<file path="config.mk">
export PLATFORM = sky130hd
export DESIGN_NAME = irq_prio_ctrl
export DESIGN_NICKNAME = d
export VERILOG_FILES = /design/src/rtl/irq_prio_ctrl.sv
export SDC_FILE = /design/constraint.sdc
export NUM_CORES = 1
export LEC_CHECK = 0
export ABC_AREA = 1
export BUFFER_PORTS_ARGS = -buffer_cell sky130_fd_sc_hd__buf_4
export CAP_MARGIN = 10
export CELL_PAD_IN_SITES_DETAIL_PLACEMENT = 0
export CELL_PAD_IN_SITES_GLOBAL_PLACEMENT = 1
export CORE_MARGIN = 2
export CORE_UTILIZATION = 33
export DETAILED_ROUTE_END_ITERATION = 8
export GPL_ROUTABILITY_DRIVEN = 0
export GPL_TIMING_DRIVEN = 1
export PLACE_DENSITY = 0.82
export SETUP_SLACK_MARGIN = 0.5
export SYNTH_ARGS = -nofsm -noshare
export SYNTH_HDL_FRONTEND = slang
export SYNTH_SLANG_ARGS = --single-unit
</file>
<file path="constraint.sdc">
create_clock -name clk -period 3.1 [get_ports clk]
set_input_delay 0.31 -clock clk [delete_from_list [all_inputs] [get_ports clk]]
set_output_delay 0.31 -clock clk [all_outputs]
set_load 0.01 [all_outputs]
</file>
<file path="src/rtl/irq_prio_ctrl.sv">
// Registered multi-bus interrupt priority controller: latches enabled requests into a
// pending register and presents the highest-priority one through a valid/ack handshake.
module irq_prio_ctrl #(
  parameter int NCH  = 9,
  parameter int NBUS = 3,
  parameter bit EDGE = 1'b0,
  localparam int BW  = (NBUS > 1) ? $clog2(NBUS) : 1,
  localparam int IDW = (NCH > 1) ? $clog2(NCH) : 1
) (
  input  logic                 clk,
  input  logic                 rst,
  input  logic [NBUS*NCH-1:0]  req_i,
  input  logic [NCH-1:0]       en_i,
  input  logic                 irq_ack_i,
  output logic                 irq_valid_o,
  output logic [BW-1:0]        irq_bus_o,
  output logic [IDW-1:0]       irq_id_o,
  output logic [NBUS-1:0]      bus_active_o,
  output logic [NBUS*NCH-1:0]  pending_o
);

  localparam int NTOT = NBUS * NCH;

  typedef enum logic {
    ST_IDLE  = 1'b0,
    ST_GRANT = 1'b1
  } state_e;

  state_e            state_q, state_d;
  logic [NTOT-1:0]   req_q;
  logic [NTOT-1:0]   pending_q, pending_d;
  logic [BW-1:0]     bus_q, bus_d;
  logic [IDW-1:0]    id_q, id_d;
  logic [NBUS-1:0]   bus_active_q, bus_active_d;

  logic [NTOT-1:0]   en_rep_s;
  logic [NTOT-1:0]   set_vec_s;
  logic [NTOT-1:0]   clr_vec_s;
  logic [NTOT-1:0]   elig_s;
  logic              ack_fire_s;
  logic              win_found_s;
  logic [BW-1:0]     win_bus_s;
  logic [IDW-1:0]    win_id_s;

  // Pending update: set has priority over the handshake clear of the granted bit.
  always_comb begin
    en_rep_s   = {NBUS{en_i}};
    ack_fire_s = (state_q == ST_GRANT) & irq_ack_i;
    set_vec_s  = req_i & en_rep_s & (EDGE ? ~req_q : {NTOT{1'b1}});
    clr_vec_s  = '0;
    for (int k = 0; k < NTOT; k++) begin
      clr_vec_s[k] = ack_fire_s & ((int'(bus_q) * NCH + int'(id_q)) == k);
    end
    pending_d = (pending_q & ~clr_vec_s) | set_vec_s;
    elig_s    = pending_q & en_rep_s;
    for (int b = 0; b < NBUS; b++) begin
      bus_active_d[b] = |elig_s[b*NCH +: NCH];
    end
  end

  // Fixed-priority pick; scanning downwards lets the lowest bus/channel overwrite last.
  always_comb begin
    win_found_s = 1'b0;
    win_bus_s   = '0;
    win_id_s    = '0;
    for (int b = NBUS - 1; b >= 0; b--) begin
      for (int c = NCH - 1; c >= 0; c--) begin
        win_found_s = win_found_s | elig_s[b*NCH + c];
        win_bus_s   = elig_s[b*NCH + c] ? BW'(b)  : win_bus_s;
        win_id_s    = elig_s[b*NCH + c] ? IDW'(c) : win_id_s;
      end
    end
  end

  // Handshake FSM: winner is frozen for the whole grant.
  always_comb begin
    state_d = state_q;
    bus_d   = bus_q;
    id_d    = id_q;
    case (state_q)
      ST_IDLE: begin
        if (win_found_s) begin
          state_d = ST_GRANT;
          bus_d   = win_bus_s;
          id_d    = win_id_s;
        end else begin
          state_d = ST_IDLE;
        end
      end
      ST_GRANT: begin
        if (irq_ack_i) begin
          state_d = ST_IDLE;
        end else begin
          state_d = ST_GRANT;
        end
      end
      default: state_d = ST_IDLE;
    endcase
  end

  // State register; req history loads live requests in reset to suppress a spurious edge.
  always_ff @(posedge clk) begin
    if (rst) begin
      state_q      <= ST_IDLE;
      req_q        <= req_i;
      pending_q    <= '0;
      bus_q        <= '0;
      id_q         <= '0;
      bus_active_q <= '0;
    end else begin
      state_q      <= state_d;
      req_q        <= req_i;
      pending_q    <= pending_d;
      bus_q        <= bus_d;
      id_q         <= id_d;
      bus_active_q <= bus_active_d;
    end
  end

  assign irq_valid_o  = (state_q == ST_GRANT);
  assign irq_bus_o    = bus_q;
  assign irq_id_o     = id_q;
  assign bus_active_o = bus_active_q;
  assign pending_o    = pending_q;

endmodule

</file>
==> flow_metrics.tcl <==
set metrics [dict create \
    grt_pass1_vias 2068 \
    core_area_mm2 0.00561 \
    endpoint_kind "flop" \
    hold_viol 0 \
    drive_gt1_share_pct 24.9 \
    r2r-end "pending_o[11]" \
    final.min_clock_period_ps 2360 \
    cts_hold_buffers 0 \
    fin_util_pct 47.5 \
    final_cell_mix "116 x nand2_1, 75 x buf_4, 37 x dfxtp_1" \
    hold_depth 3 \
    fin_worst_skew_ps 8.82 \
    vias_per_cell 4.94 \
    syn_area_per_cell_um2 6.56 \
    tightest_slew_ps 687 \
    criticalPathCategory "flop to flop" \
    numCtsBuffers 5 \
    routed_wl_mm 6.46 \
    vias 2202 \
    worst_slack_ps 739 \
    min_path_type "input pin to flop" \
    die_x_um 80.8 \
    min_from "req_i[2]" \
    cp-start-kind "flop" \
    grt_pass1_wl_mm 9.90 \
    start_util_pct 34.7 \
    yosysWarnings 0 \
    r2r_slack_ps 740 \
    maxCapViolations 0 \
    n_fill_cell 604 \
    finalSetupViolations 0 \
    hpwl_mm 5.13 \
    clockBufferDepth 2 \
    drv_slew 0 \
    dieArea_mm2 0.00653 \
    grt_setup_unrepaired "no" \
    final_area_mm2 0.00266 \
    vdd_drop_max_mv 0.227 \
    boundaryPins 76 \
    ant_nets 0 \
    grt_overflow 0 \
    clock.fmax_ghz 0.424 \
    r2r_cells 9 \
    track_usage_pct 20.0 \
    io_buffer_count 75 \
    synth_fp_nets 343 \
    fin_setup_tns_ps 0 \
    path_max_fanout 4 \
    pre_cts_ws_ps 758 \
    p_per_area_mw_per_mm2 471 \
    mostFrequentLayoutCell "nand2_1" \
    drt-initial-drc-count 95 \
    cts_setup_buffers 0 \
    min_to "pending_o[2]" \
    syn_area_mm2 0.00195 \
    cts_sinks 37 \
    ys_ff_latch 37 \
    postPlaceCellArea_mm2 0.00258 \
    diodes 0 \
    grt_max_degree 31 \
    crit_required_ps 3260 \
    drc 0 \
    cts_tree "done" \
    maxSlewHeadroom_pct 53.8 \
    syn_to_final_growth_pct 36.8 \
    cts_max_level 2 \
    r2r-start "irq_bus_o[1]" \
    status "completed" \
    cts-resized-gates 0 \
    drtPass1Iterations 4 \
    clk-insertion-delay-late_ps 290 \
    leakagePower_nw 1.37 \
    synth_cell_types 26 \
    fin_nets 420 \
    fin_crit_sh_pct 76.2 \
    cts_root_buf "clkbuf_8" \
    post_drt_wl_per_cell_um 14.5 \
    die_h_um 80.8 \
    antenna_found_initial 0 \
    arrival_ps 2520 \
    hold-worst-slack_ps 277 \
    rows 27 \
    netlist_instances 297 \
    clk_pin_slew_ps 80 \
    ys_seq_area_share_pct 38.0 \
]
==> report_power, final <==
group / leakage [nW] / internal (W) / switching, W / total (W)
Sequential: 0.307 / 0.000515 / 0.0000332 / 0.000548
Combinational: 1.02 / 0.000150 / 0.000206 / 0.000357
Clock: 0.0443 / 0.000177 / 0.000171 / 0.000348
==> synth_stat cells <==
cell / n / area [um^2]
nand2_1: 116 / 435
dfxtp_1: 37 / 741
a21oi_1: 33 / 165
o21ai_1: 20 / 100
nor2_1: 18 / 67.6
inv_1: 16 / 60.1
o21ai_0: 12 / 60.1
inv_2: 7 / 26.3
ha_1: 6 / 75.1
nand3_1: 6 / 30.0
clkbuf_1: 4 / 15.0
a21oi_2: 3 / 26.3
a31oi_1: 2 / 12.5
nand2_2: 2 / 12.5
nor3_1: 2 / 10.0
o31ai_1: 2 / 15.0
xor2_1: 2 / 17.5
a311oi_1: 1 / 8.76
and3_1: 1 / 6.26
clkinv_1: 1 / 3.75
dlygate4sd1_1: 1 / 8.76
fa_1: 1 / 20.0
nand4_1: 1 / 6.26
o211ai_1: 1 / 7.51
o21bai_1: 1 / 7.51
o32ai_1: 1 / 8.76
==> per-layer routing <==
| layer | global-route usage (%) | part of all wire [%] | wire [um] | up-vias |
|---|---|---|---|---|
| met5 | 0 | 0 | 0 | - |
| li1 | - | - | - | 1134 |
| met4 | 5.42 | 1.0 | 67 | 0 |
| met2 | 32.7 | 45 | 2940 | 66 |
| met1 | 26.3 | 48 | 3080 | 995 |
| met3 | 5.00 | 5.9 | 379 | 7 |
==> registers in the layout (all words and copies together) (netlist names) <==
register,cells
pending_o,27
irq_id_o,4
bus_active_o,3
irq_bus_o,2
irq_valid_o,1
==> per-stage QoR <==
step,instances,power [W]
after global placement,439,0.000914
after floorplan,297,0.000749
after CTS,446,0.00126
final,446,0.00125
after detailed placement,439,0.000915
after global routing,446,0.00133
==> critical path, stage by stage (launching register included) <==
cell,delay (ps)
dfxtp_1,350
ha_1,310
ha_1,210
fa_1,430
nand3_1,120
nand2_1,50
nor2_1,250
nand2_1,120
o31ai_1,290
a21oi_1,100
==> kinds of logic after synthesis <==
logic type	synth area share [%]
AND/OR/NAND/NOR	29.2
AO/OA/AOI/OAI	21.1
flip-flops	38.0
buffers and inverters	5.85
adder cells (fa/ha/maj)	4.88
XOR/XNOR	0.900
==> area by class of cell <==
cell class / count / area [um^2] / area share [%]
Inverter: 24 / 90.1 / 3.38
Clock buffer: 7 / 86.3 / 3.24
Timing Repair Buffer: 75 / 563 / 21.1
Sequential cell: 37 / 741 / 27.8
Multi-Input combinational cell: 231 / 1090 / 41.0
Tap cell: 72 / 90.1 / 3.38
==> worst max-delay path by stage <==
| stage | start | endpoint | slack, ps | cells past startpoint |
|---|---|---|---|---|
| 3_5_place_dp | irq_bus_o[1] | pending_o[24] | 760 | 9 |
| 5_1_grt | irq_bus_o[1] | pending_o[24] | 500 | 9 |
| 4_1_cts | irq_bus_o[1] | pending_o[24] | 750 | 9 |
| 6_report | irq_bus_o[1] | pending_o[11] | 740 | 9 |
| 2_1_floorplan | irq_bus_o[1] | pending_o[10] | 900 | 10 |
| 3_3_place_gp | irq_bus_o[1] | pending_o[24] | 780 | 9 |
No activity file was read; power rests on OpenSTA's default activity.
